--- src/rtl/z80_arb_pkg.sv ---
// Shared state type, default parameter values and counter sizing for the
// tv80s / DMA memory bus arbiter.
package z80_arb_pkg;

  typedef enum logic [2:0] {
    IDLE = 3'd0,
    REQ  = 3'd1,
    GNT  = 3'd2,
    REL  = 3'd3,
    HOLD = 3'd4
  } arb_state_t;

  localparam int unsigned DEF_MAX_BURST      = 64;
  localparam int unsigned DEF_HOLDOFF_CYCLES = 16;
  localparam int unsigned DEF_TIMEOUT_CYCLES = 1024;
  localparam int unsigned MAX_BURST_LIMIT    = 255;

  // Bits needed to hold the value n (never less than one bit).
  function automatic int unsigned cnt_w(input int unsigned n);
    return (n < 1) ? 1 : $clog2(n + 1);
  endfunction

endpackage

--- src/rtl/arb_down_counter.sv ---
// Loadable down counter that stops at zero; used for the CPU holdoff window
// and the bus-request timeout.
module arb_down_counter #(
  parameter int unsigned W = 8
) (
  input  logic         clk,
  input  logic         reset,
  input  logic         load,
  input  logic [W-1:0] load_val,
  input  logic         en,
  output logic         zero
);

  logic [W-1:0] count;

  always_ff @(posedge clk) begin
    if (reset) begin
      count <= '0;
    end else if (load) begin
      count <= load_val;
    end else if (en && (count != '0)) begin
      count <= count - W'(1);
    end
  end

  assign zero = (count == '0);

endmodule

--- src/rtl/z80_bus_arbiter.sv ---
// Shares the CPU memory between the tv80s core and one DMA requester using
// busrq_n/busak_n. Optional request timeout: define Z80_ARB_TIMEOUT_EN.
module z80_bus_arbiter
  import z80_arb_pkg::*;
#(
  parameter int unsigned MAX_BURST      = DEF_MAX_BURST,
  parameter int unsigned HOLDOFF_CYCLES = DEF_HOLDOFF_CYCLES,
  parameter int unsigned TIMEOUT_CYCLES = DEF_TIMEOUT_CYCLES
) (
  input  logic        clk,
  input  logic        reset,
  input  logic [15:0] cpu_a,
  input  logic [7:0]  cpu_do,
  input  logic        cpu_mreq_n,
  input  logic        cpu_wr_n,
  input  logic        cpu_busak_n,
  output logic        cpu_busrq_n,
  input  logic        dma_req,
  input  logic        dma_valid,
  input  logic        dma_we,
  input  logic [15:0] dma_addr,
  input  logic [7:0]  dma_wdata,
  output logic        dma_ready,
  output logic        dma_rvalid,
  output logic [7:0]  dma_rdata,
  output logic        dma_err,
  output logic [15:0] mem_a,
  output logic        mem_we,
  output logic [7:0]  mem_wdata,
  input  logic [7:0]  mem_rdata
);

  localparam int unsigned BURST_W = cnt_w(MAX_BURST);
  localparam int unsigned HOLD_W  = cnt_w(HOLDOFF_CYCLES);
  localparam logic [HOLD_W-1:0] HOLD_LOAD =
    HOLD_W'((HOLDOFF_CYCLES > 0) ? HOLDOFF_CYCLES - 1 : 0);

  if ((MAX_BURST < 1) || (MAX_BURST > MAX_BURST_LIMIT) || (TIMEOUT_CYCLES < 1))
  begin : g_param_check
    $error("z80_bus_arbiter: MAX_BURST or TIMEOUT_CYCLES out of range");
  end

  arb_state_t         state;
  arb_state_t         state_next;
  logic [BURST_W-1:0] burst_cnt;
  logic               burst_done;
  logic               granted;
  logic               accept;
  logic               rd_accept;
  logic               rd_vld_p1;
  logic               hold_zero;
  logic               timeout_hit;

  assign granted    = (state == GNT);
  assign burst_done = (burst_cnt >= BURST_W'(MAX_BURST));
  // A read in flight blocks the next access; a vanished busak_n blocks all.
  assign dma_ready  = granted && !rd_vld_p1 && !cpu_busak_n && dma_req && !burst_done;
  assign accept     = dma_valid && dma_ready;
  assign rd_accept  = accept && !dma_we;

  arb_down_counter #(.W(HOLD_W)) u_holdoff (
    .clk      (clk),
    .reset    (reset),
    .load     (state != HOLD),
    .load_val (HOLD_LOAD),
    .en       (state == HOLD),
    .zero     (hold_zero)
  );

`ifdef Z80_ARB_TIMEOUT_EN
  localparam int unsigned TO_W = cnt_w(TIMEOUT_CYCLES);
  localparam logic [TO_W-1:0] TO_LOAD =
    TO_W'((TIMEOUT_CYCLES > 0) ? TIMEOUT_CYCLES - 1 : 0);

  logic to_zero;

  arb_down_counter #(.W(TO_W)) u_timeout (
    .clk      (clk),
    .reset    (reset),
    .load     (state != REQ),
    .load_val (TO_LOAD),
    .en       (state == REQ),
    .zero     (to_zero)
  );

  assign timeout_hit = (state == REQ) && dma_req && cpu_busak_n && to_zero;

  always_ff @(posedge clk) begin
    if (reset) begin
      dma_err <= 1'b0;
    end else begin
      dma_err <= timeout_hit;
    end
  end
`else
  assign timeout_hit = 1'b0;
  assign dma_err     = 1'b0;
`endif

  always_comb begin
    state_next = state;
    case (state)
      IDLE: begin
        if (dma_req) state_next = REQ;
      end
      REQ: begin
        if (!dma_req)          state_next = REL;
        else if (!cpu_busak_n) state_next = GNT;
        else if (timeout_hit)  state_next = HOLD;
      end
      GNT: begin
        // Releasing with a read in flight is safe: its rvalid is this cycle.
        if (cpu_busak_n)                state_next = HOLD;
        else if (!dma_req || burst_done) state_next = REL;
      end
      REL: begin
        if (cpu_busak_n) state_next = HOLD;
      end
      HOLD: begin
        if (hold_zero) state_next = IDLE;
      end
      default: state_next = IDLE;
    endcase
  end

  // Stage p0 -> p1: state, bus request, burst count and read-valid register.
  always_ff @(posedge clk) begin
    if (reset) begin
      state       <= IDLE;
      cpu_busrq_n <= 1'b1;
      rd_vld_p1   <= 1'b0;
      burst_cnt   <= '0;
    end else begin
      state       <= state_next;
      cpu_busrq_n <= !((state_next == REQ) || (state_next == GNT));
      rd_vld_p1   <= rd_accept;
      if ((state != GNT) && (state_next == GNT)) begin
        burst_cnt <= '0;
      end else if (accept && (burst_cnt != {BURST_W{1'b1}})) begin
        burst_cnt <= burst_cnt + BURST_W'(1);
      end
    end
  end

  assign dma_rvalid = rd_vld_p1;
  assign dma_rdata  = mem_rdata;

  always_comb begin
    if (granted) begin
      mem_a     = dma_addr;
      mem_wdata = dma_wdata;
      mem_we    = accept && dma_we;
    end else begin
      mem_a     = cpu_a;
      mem_wdata = cpu_do;
      mem_we    = !cpu_mreq_n && !cpu_wr_n;
    end
  end

endmodule

--- config.mk ---
export PLATFORM = sky130hd
export DESIGN_NAME = z80_bus_arbiter
export DESIGN_NICKNAME = d
export VERILOG_FILES = /design/src/rtl/z80_arb_pkg.sv /design/src/rtl/arb_down_counter.sv /design/src/rtl/z80_bus_arbiter.sv
export SDC_FILE = /design/constraint.sdc
export NUM_CORES = 1
export LEC_CHECK = 0
export ABC_AREA = 1
export BUFFER_PORTS_ARGS = -buffer_cell sky130_fd_sc_hd__buf_2
export CAP_MARGIN = 40
export CORE_ASPECT_RATIO = 1.1
export CORE_MARGIN = 3
export CORE_UTILIZATION = 36
export CTS_BUF_LIST = sky130_fd_sc_hd__clkbuf_4
export CTS_CLUSTER_DIAMETER = 150
export DETAILED_ROUTE_END_ITERATION = 6
export PLACE_DENSITY = 0.73
export SLEW_MARGIN = 40
export SYNTH_ARGS = -nofsm -noshare
export SYNTH_HDL_FRONTEND = slang
export SYNTH_SLANG_ARGS = --single-unit
--- constraint.sdc ---
create_clock -name clk -period 1.9 [get_ports clk]
set_input_delay 0.19 -clock clk [delete_from_list [all_inputs] [get_ports clk]]
set_output_delay 0.19 -clock clk [all_outputs]
set_load 0.005 [all_outputs]
==> results of run 1 <==
stage by stage:
| step | hold slack (ns) | worst slack [ns] |
|---|---|---|
| after floorplan | 0.259 | 0.663 |
| after global placement | 0.380 | 0.334 |
| after detailed placement | 0.380 | 0.323 |
| after CTS | 0.0740 | 0.114 |
| after global routing | 0.0871 | 0.00901 |
| final | 0.0878 | 0.170 |
state kept, by name, summed over array words and instances (netlist names):
register / flops
state: 3
burst_cnt: 7
cpu_busrq_n: 1
dma_rvalid: 1
u_holdoff.count: 5
path summary, 6_finish.rpt:
| check | depth (start not counted) | end | from |
|---|---|---|---|
| max | 8 | mem_wdata[6] | state[2] |
| min | 2 | dma_rvalid | dma_we |
| max reg2reg | 5 | u_holdoff.count[0] | state[2] |
| min reg2reg | 2 | u_holdoff.count[4] | u_holdoff.count[4] |
timing repair:
action	CTS	global route
buffers inserted	0	0
resized for setup	1	2
setup endpoints to repair	2	8
gates cloned	0	0
cell families after synthesis:
logic type	Yosys count	synth area share, %
AO/OA/AOI/OAI	15	5.79
XOR/XNOR	4	2.53
adder cells (fa/ha/maj)	4	3.62
buffers and inverters	46	16.2
flip-flops	17	24.6
other	1	0.271
AND/OR/NAND/NOR	152	47.0
final cells by class:
cell class                 count  area (um2)  area share, %
timing repair buffer          86         438           24.2
sequential                    17         342           18.8
multi-input combinational    176         818           45.1
inverter                      32         125           6.90
clock buffer                   4        30.0           1.66
tap                           48        60.1           3.31
worst max-delay path, stage by stage (launching register included):
cell     delay [ns]
dfxtp_1        0.36
inv_2          0.07
nand2_1        0.05
nor2_2         0.15
buf_4          0.21
inv_6          0.10
nand2_1        0.07
nand2_1        0.08
buf_2          0.14
cell usage in the layout, fill, tap and decap left out, types with 2 or more instances in the layout:
cell type,instances
nand2_1,107
buf_2,83
inv_1,29
nor2_1,24
dfxtp_1,16
nand3_1,7
o21ai_0,6
a21oi_1,5
ha_1,4
clkbuf_4,4
nand4_1,3
xor2_1,3
nor3_1,3
buf_4,3
inv_2,2
nor2_4,2
nand2_2,2
nand3_4,2
a31oi_1,2
per-layer routing:
metal | up-vias | wire length, um | GRT usage, %
li1 | 867 | - | -
met1 | 695 | 1740 | 20.4
met2 | 69 | 1840 | 30.7
met3 | 2 | 424 | 3.97
met4 | 0 | 12 | 3.46
met5 | - | 0 | 0
power by group through the flow:
stage / clock, W / sequential (W) / combinational [W]
2_1_floorplan: 0 / 0.000389 / 0.000162
3_3_place_gp: 0 / 0.000390 / 0.000282
3_5_place_dp: 0 / 0.000391 / 0.000283
4_1_cts: 0.000218 / 0.000383 / 0.000286
5_1_grt: 0.000230 / 0.000386 / 0.000324
6_report: 0.000209 / 0.000383 / 0.000283
==> key figures, run 1 <==
Synth
  – Most common cell in the synthesized netlist: nand2_1
  – Top-area cell type share of the netlist area: 29.0%
  – EDFF count, synth: 0
  – Avg Cell Area, Syn: 5.78 um2
  – Synthesized Nets: 307
  – Post-synth ARST share: 0%
  – Post-synthesis cell type count: 25
  – Most instantiated cells after synthesis: 107 x nand2_1, 29 x inv_1, 24 x nor2_1
  – Synth warn: 0
  – #FFs+latches synth: 17
  – Syn Inst Count: 239
  – Register area share after synthesis: 24.6%
  – Cell Area, Synth: 1380 um2
  – Post-synth top area cell: nand2_1
  – Top cells by area, synth: nand2_1 29%, dfxtp_1 25%, inv_1 7.9%
  – Main flop type after synthesis: dfxtp_1

Global route
  – Gr usage total: 17.0%
  – Largest net degree at the start of global routing: 26
  – Initial antenna violation count: 0
  – Vias in the first global route: 1523
  – Global-route wire length before repair: 6.47 mm
  – GRT overflow: 0

Layout
  – Antenna diodes: 0
  – Post-route insts no fill: 363
  – Layout cells sized above 1: 32.4%
  – Design Area, Final: 1810 um2
  – Nets: 384
  – Final core occ: 51.9%
  – Synthesis-to-layout area growth: 31.1%
  – Layout fillers: 377

Floorplan
  – Ports: 101
  – Die Ht: 71.0 um
  – Core area: 3500 um2
  – Chip width: 65.1 um
  – Die area: 4620 um2
  – Row cnt: 22
  – Initial core utilization: 39.5%

STA
  – Unrepaired setup endpoints after global routing: false
  – Final setup TNS: 0 ns
  – Max Slew Vio Count: 0
  – Relative slew slack: 61.0%
  – Final Setup Violations: 0
  – Worst-margin pin slew: 0.580 ns
  – Period minus WS final: 1.73 ns
  – Fmax achieved: 0.578 GHz
  – Setup Skew: 0.00170 ns
  – Final Hold Fails: 0
  – Final Cycle Share: 91.1%

Critical path
  – Crit Path Max Fanout: 25
  – Worst EP required: 1.71 ns
  – R2R Setup Slk: 0.41 ns
  – Worst EP arrival: 1.54 ns
  – Worst Path Class, Setup: register to output port
  – Startpoint types: register
  – Crit. End Element: output port

Placement
  – Placed Area: 1780 um2
  – GP Congestion: 0.782
  – Detail Placement HPWL: 3.32 mm
  – Post-Place Cells: 359
  – # port buffers: 83

Detailed routing
  – DR WL/cell: 11.1 um
  – DR vias: 1633
  – Final antenna-violating net count: 0
  – Post-route DRC: 0
  – Initial DRC count: 70
  – Drt via density: 4.50
  – Total Wirelength: 4.03 mm
  – Drt pass-1 iters: 4

Pwr
  – Clock share of power: 23.9%
  – Leak: 1.02 nW
  – Final total power: 0.000876 W
  – Design internal power: 0.000595 W
  – Power per cell area: 483 nW/um2
  – Net Sw Power: 0.000281 W
  – Combinational power share: 32.3%
  – IR drop worst, VDD: 0.287 mV
  – Switching Share: 32.1%
  – Seq pwr share: 43.8%

Clocking
  – Clk root buf: clkbuf_4
  – CTS sink cnt: 17
  – CTS tree: done
  – Clk_lat worst skew: 0.29 ns
  – Cts bufs inserted: 3
  – CTS Hold Bufs: 0
  – CTS max path bufs: 2
  – H-tree depth: 1
  – Clock transition at path regs: 0.10 ns

Hold path
  – Hold Path Class: primary input to register

Run
  – Max cap viols: 0

Run status
  – Status: complete, no violations
No activity file was read; power rests on OpenSTA's default activity.
==> run 2, diff against run 1 <==
--- a/config.mk
+++ b/config.mk
@@ -14,6 +14,7 @@
 export CTS_BUF_LIST = sky130_fd_sc_hd__clkbuf_4
 export CTS_CLUSTER_DIAMETER = 150
 export DETAILED_ROUTE_END_ITERATION = 6
+export MAX_ROUTING_LAYER = met4
 export PLACE_DENSITY = 0.73
 export SLEW_MARGIN = 40
 export SYNTH_ARGS = -nofsm -noshare
==> key figures, run 2 (same netlist as run 1, synthesis figures left out) <==
STA
  – Setup Skew: 0.00199 ns (+0.000289 ns)
  – Final Setup Violations: 0 (unchanged)
  – Relative slew slack: 63.5% (+2.4 points)
  – Setup ws final: 0.170 ns (-0.000101 ns)
  – Fmax achieved: 0.578 GHz (about the same)
  – Max Slew Vio Count: 0 (unchanged)
  – Unrepaired setup endpoints after global routing: false
  – Period minus WS final: 1.73 ns (+0.000101 ns)
  – Final Hold Fails: 0 (unchanged)
  – Final setup TNS: 0 ns (unchanged)
  – Final Cycle Share: 91.1% (about the same)
  – Worst-margin pin slew: 0.544 ns (-0.0362 ns)

Floorplan
  – Die Ht: 71.0 um (unchanged)
  – Core area: 3500 um2 (unchanged)
  – Ports: 101 (unchanged)
  – Chip width: 65.1 um (unchanged)
  – Die area: 4620 um2 (unchanged)
  – Initial core utilization: 39.5% (unchanged)
  – Row cnt: 22 (unchanged)

Critical path
  – R2R Setup Slk: 0.45 ns (+0.04 ns)
  – Worst Path Class, Setup: register to output port
  – Crit Path Max Fanout: 25 (unchanged)
  – Critical R2R Capture: u_holdoff.count[0]
  – Worst EP arrival: 1.54 ns (about the same)
  – Crit path launch: state[2]
  – Worst R2R Path Depth: 5 (unchanged)
  – Worst reg2reg path startpoint: state[2]
  – Startpoint types: register
  – Worst EP required: 1.71 ns (about the same)
  – Crit. End Element: output port
  – CP endpoint: mem_wdata[6]

Clocking
  – CTS Hold Bufs: 0 (unchanged)
  – Clock transition at path regs: 0.10 ns (about the same)
  – CTS max path bufs: 2 (unchanged)
  – Clk_lat worst skew: 0.29 ns (about the same)
  – CTS sink cnt: 17 (unchanged)
  – CTS tree: done
  – Clk root buf: clkbuf_4
  – Cts bufs inserted: 3 (unchanged)
  – H-tree depth: 1 (unchanged)

Layout
  – Layout cells sized above 1: 32.4% (unchanged)
  – Final core occ: 51.9% (unchanged)
  – Flip-flop count of the largest register after layout: 7 (unchanged)
  – Layout fillers: 377 (unchanged)
  – Most frequent cells in the layout: 107 x nand2_1, 83 x buf_2, 29 x inv_1, 24 x nor2_1, 16 x dfxtp_1
  – Largest regs: burst_cnt x7, u_holdoff.count x5, state x3
  – Synthesis-to-layout area growth: 31.1% (unchanged)
  – Multi-input logic area: 818 um2 (unchanged)
  – Antenna diodes: 0 (unchanged)
  – Commonest non-fill, non-tap cell in the layout: nand2_1
  – Sequential Area: 342 um2 (unchanged)
  – Nets: 384 (unchanged)
  – Most flops, register: burst_cnt
  – Design Area, Final: 1810 um2 (unchanged)

Global route
  – Initial antenna violation count: 0 (unchanged)
  – Vias in the first global route: 1525 (+0.13%)
  – Largest net degree at the start of global routing: 26 (unchanged)
  – Global-route wire length before repair: 6.48 mm (+0.11%)
  – GRT overflow: 0 (unchanged)
  – Gr usage total: 17.5% (+0.50 points)

Detailed routing
  – Drt pass-1 iters: 4 (unchanged)
  – Initial DRC count: 69 (-1.4%)
  – DR vias: 1637 (+0.24%)
  – DR WL/cell: 11.0 um (-0.72%)
  – Final antenna-violating net count: 0 (unchanged)
  – Total Wirelength: 4.00 mm (-0.72%)
  – Post-route DRC: 0 (unchanged)
  – Drt via density: 4.51 (+0.24%)

Hold path
  – Hold Path Class: primary input to register

Placement
  – Detail Placement HPWL: 3.32 mm (unchanged)
  – Placed Area: 1780 um2 (unchanged)
  – Dpl ws: 0.323 ns (unchanged)
  – # port buffers: 83 (unchanged)
  – GP Congestion: 0.793 (+1.4%)

Run status
  – Status: complete, no violations

Pwr
  – Power per cell area: 483 nW/um2 (about the same)
  – IR drop worst, VDD: 0.286 mV (about the same)
  – Leak: 1.02 nW (unchanged)

Run
  – Max cap viols: 0 (unchanged)
## run 2: stage by stage
stage / power [W] / hold slack, ns / std cells
floorplan: 0.000551 / 0.259 / 239
global placement: 0.000673 / 0.380 / 359
detailed placement: 0.000674 / 0.380 / 359
CTS: 0.000886 / 0.0740 / 363
global route: 0.000941 / 0.0871 / 363
finish: 0.000875 / 0.0882 / 363
## run 2: final cells by class
cell class	count	area share, %
multi-input combinational	176	45.1
timing repair buffer	86	24.2
sequential	17	18.8
inverter	32	6.90
tap	48	3.31
clock buffer	4	1.66
## run 2: power by group
part           switching [W]  total, W  internal [W]
logic               0.000154  0.000283      0.000128
registers          0.0000132  0.000383      0.000370
clock network       0.000113  0.000209     0.0000958
total               0.000281  0.000875      0.000595
## run 2: worst min-delay path by stage
stage	from	end	cells after the start
4_1_cts	dma_we	dma_rvalid	2
6_report	dma_we	dma_rvalid	2
2_1_floorplan	reset	state[0]	1
3_3_place_gp	mem_rdata[3]	dma_rdata[3]	0
3_5_place_dp	mem_rdata[3]	dma_rdata[3]	0
5_1_grt	dma_we	dma_rvalid	2
## run 2: per-layer routing
metal,up-vias,share of wire [%],wire [um],track usage [%]
li1,867,-,-,-
met1,698,43,1730,20.6
met2,70,46,1840,30.7
met3,2,10,418,3.65
met4,0,0.30,12,3.46
met5,-,0,0,-
## run 2: repair_timing
item	in CTS	in global routing
endpoints found under the setup margin	2	8
resized for setup	1	2
gates cloned	0	0
setup buffers	0	0
## run 2: worst max-delay path, cell delays in order (launching register included)
cell	delay, ns
dfxtp_1	0.36
inv_2	0.07
nand2_1	0.05
nor2_2	0.15
buf_4	0.21
inv_6	0.10
nand2_1	0.07
nand2_1	0.08
buf_2	0.14
==> run 3, diff against run 2 <==
--- a/config.mk
+++ b/config.mk
@@ -15,8 +15,9 @@
 export CTS_CLUSTER_DIAMETER = 150
 export DETAILED_ROUTE_END_ITERATION = 6
 export MAX_ROUTING_LAYER = met4
-export PLACE_DENSITY = 0.73
+export PLACE_DENSITY = 0.75
 export SLEW_MARGIN = 40
 export SYNTH_ARGS = -nofsm -noshare
 export SYNTH_HDL_FRONTEND = slang
+export SYNTH_HIERARCHICAL = 1
 export SYNTH_SLANG_ARGS = --single-unit
==> constraint.sdc (replaced) <==
create_clock -name clk -period 1.41 [get_ports clk]
set_input_delay 0.141 -clock clk [delete_from_list [all_inputs] [get_ports clk]]
set_output_delay 0.141 -clock clk [all_outputs]
set_load 0.005 [all_outputs]
==> key figures, run 3 <==
Run status
  – Status: finished with violations
  – Failing checks: negative setup slack

Critical path
  – Worst EP arrival: 1.38 ns (-0.16 ns)
  – Worst EP required: 1.27 ns (-0.44 ns)
  – Critical-path cell list: inv_2 > nand2_4 > nor2_8 > buf_12 > inv_12 > nand2_2 > nand2_2 > buf_2
  – Startpoint types: register
  – CP most frequent cell: nand2_2
  – Buffers & Inverters on Critical Path: 4 (unchanged)
  – Worst R2R Path Depth: 7 (+2)
  – Crit. End Element: output port
  – R2R Setup Slk: 0.14 ns (-0.31 ns)
  – Critical R2R Capture: u_holdoff/count[2]
  – Worst reg2reg path startpoint: u_holdoff/count[0]
  – Largest delay share family, worst path: buffers and inverters
  – Crit Path Max Fanout: 7 (-72%)
  – Worst Path Class, Setup: register to output port
  – CP peak stage delay: 0.33 ns (-0.03 ns)
  – Slowest-stage cell, CP: dfxtp_2

Layout
  – Layout cells sized above 1: 38.7% (+6.3 points)
  – Largest regs: burst_cnt x7, u_holdoff/count x5, state x3
  – Commonest non-fill, non-tap cell in the layout: nand2_1
  – Most flops, register: burst_cnt
  – Nets: 414 (+7.8%)
  – Post-route insts no fill: 396 (+9.1%)
  – Most frequent cells in the layout: 103 x nand2_1, 84 x buf_2, 33 x nor2_1, 27 x inv_1, 19 x nand2_2
  – Synthesis-to-layout area growth: 44.4%
  – Flip-flop count of the largest register after layout: 7 (unchanged)
  – Antenna diodes: 0 (unchanged)

Synth
  – Syn Inst Count: 257 (+7.5%)
  – EDFF count, synth: 0 (unchanged)
  – Main flop type after synthesis: dfxtp_1
  – Post-synthesis cell type count: 27 (+8.0%)
  – Synth warn: 6 (+6)
  – Avg Cell Area, Syn: 5.53 um2 (-4.5%)
  – Post-synth ARST share: 0% (unchanged)
  – Register area share after synthesis: 24.0% (-0.65 points)
  – Most instantiated cells after synthesis: 122 x nand2_1, 35 x nor2_1, 27 x inv_1
  – Top cells by area, synth: nand2_1 32%, dfxtp_1 24%, nor2_1 9.3%
  – Top-area cell type share of the netlist area: 32.2% (+3.2 points)
  – Post-synth top area cell: nand2_1
  – Cell Area, Synth: 1420 um2 (+2.7%)
  – #FFs+latches synth: 17 (unchanged)
  – Most common cell in the synthesized netlist: nand2_1

Global route
  – GRT overflow: 0 (unchanged)
  – Initial antenna violation count: 0 (unchanged)
  – Global-route wire length before repair: 6.42 mm (-0.96%)
  – Gr usage total: 17.5% (-0.030 points)
  – Vias in the first global route: 1518 (-0.46%)
  – Largest net degree at the start of global routing: 16 (-38%)

Detailed routing
  – Drt pass-1 iters: 4 (unchanged)
  – Initial DRC count: 54 (-22%)
  – DR vias: 1734 (+5.9%)
  – DR WL/cell: 11.0 um (-0.40%)
  – Post-route DRC: 0 (unchanged)
  – Drt via density: 4.38 (-2.9%)
  – Final antenna-violating net count: 0 (unchanged)
  – Total Wirelength: 4.34 mm (+8.7%)

Pwr
  – Leak: 1.17 nW (+15%)
  – IR drop worst, VDD: 0.373 mV (+30%)
  – Power per cell area: 637 nW/um2 (+32%)

STA
  – Fmax achieved: 0.659 GHz
  – Final Setup Violations: 26 (+26)
  – Final setup TNS: -1.83 ns (-1.83 ns)
  – Hold WS: 0.0291 ns (-0.0591 ns)
  – Setup ws final: -0.107 ns (-0.276 ns)
  – Setup Skew: 0.00254 ns (+0.000547 ns)
  – Unrepaired setup endpoints after global routing: true
  – Max Slew Vio Count: 0 (unchanged)
  – Final Cycle Share: 108%
  – Final Hold Fails: 0 (unchanged)
  – Period minus WS final: 1.52 ns

Placement
  – Detail Placement HPWL: 3.22 mm (-3.1%)
  – # port buffers: 83 (unchanged)
  – GP Congestion: 0.939 (+18%)
  – Post-Place Cells: 383 (+6.7%)

Floorplan
  – Die Ht: 71.9 um (+1.2%)
  – Core area: 3710 um2 (+6.2%)
  – Chip width: 65.9 um (+1.2%)
  – Die area: 4740 um2 (+2.5%)
  – Ports: 101 (unchanged)
  – Row cnt: 23 (+4.5%)
  – Initial core utilization: 38.3% (-1.3 points)

Hold path
  – Hold Path Class: primary input to register
  – Min-delay src: dma_we
  – Worst hold stages: 2 (unchanged)
  – End of the worst hold path: dma_rvalid

Clocking
  – Cts bufs inserted: 3 (unchanged)
  – Clk_lat worst skew: 0.29 ns (about the same)
  – CTS Hold Bufs: 0 (unchanged)
  – CTS max path bufs: 2 (unchanged)
  – Clock transition at path regs: 0.10 ns (about the same)
  – Clk root buf: clkbuf_4
  – CTS sink cnt: 17 (unchanged)
  – CTS tree: done
  – H-tree depth: 1 (unchanged)

Run
  – Max cap viols: 0 (unchanged)
run 3: cell types whose count changed after synthesis, moves of 3 or more:
cell and change:
nand2_1 +15, nor2_1 +11, o21ai_0 -5, nand3_1 +3
run 3: logic make-up after synthesis:
family | synth area share [%]
AOI/OAI and AO/OA | 3.08
xor gates and xnor gates | 1.85
adders and majority gates | 2.64
buffers and inverters | 15.2
DFF | 24.0
other | 0.529
and+or+nand+nor | 52.7
run 3: repair_timing:
action                     4_1_cts  5_1_grt
setup endpoints to repair       33       33
buffers inserted                 4        2
pin swaps                        2        0
gates resized for setup         20       17
gates cloned                     2        1
run 3: metal layers:
metal / vias to the layer above / share of wire, % / GRT usage (%)
li1: 935 / - / -
met4: 0 / 0.62 / 5.30
met5: - / 0 / -
met3: 4 / 13 / 5.64
met1: 721 / 39 / 17.9
met2: 74 / 48 / 31.3
run 3: how the worst max path moves through the flow:
stage,start,to,slack (ns),cells past startpoint
3_5_place_dp,state[2],burst_cnt[1],-0.04,7
3_3_place_gp,state[2],burst_cnt[2],0.005,7
6_report,state[2],mem_wdata[0],-0.11,8
4_1_cts,state[2],mem_wdata[7],-0.1,8
5_1_grt,state[2],mem_wdata[0],-0.18,8
2_1_floorplan,state[0],u_holdoff/count[4],0.25,8
run 3: layout make-up:
| cell class | count | area [um2] |
|---|---|---|
| Clock buffer | 4 | 30.0 |
| Inverter | 31 | 134 |
| Timing Repair Buffer | 93 | 512 |
| Timing Repair inverter | 2 | 20.0 |
| Sequential cell | 17 | 347 |
| Fill cell | 378 | 1660 |
| Tap cell | 50 | 62.6 |
| Multi-Input combinational cell | 199 | 946 |
run 3: power by group:
| group | switching [W] | internal [W] |
|---|---|---|
| sequential | 0.0000198 | 0.000503 |
| combinational | 0.000273 | 0.000229 |
| clock | 0.000153 | 0.000129 |
run 3: per-stage QoR:
stage	cell area (um2)	setup WS, ns	utilization [%]	power (W)
6_report	2050	-0.107	55.2	0.00131
5_1_grt	2050	-0.178	55.2	0.00140
4_1_cts	1980	-0.0966	53.4	0.00129
3_5_place_dp	1840	-0.0384	49.6	0.000957
3_3_place_gp	1840	0.00541	49.6	0.000951
2_1_floorplan	1440	0.250	-	0.000780
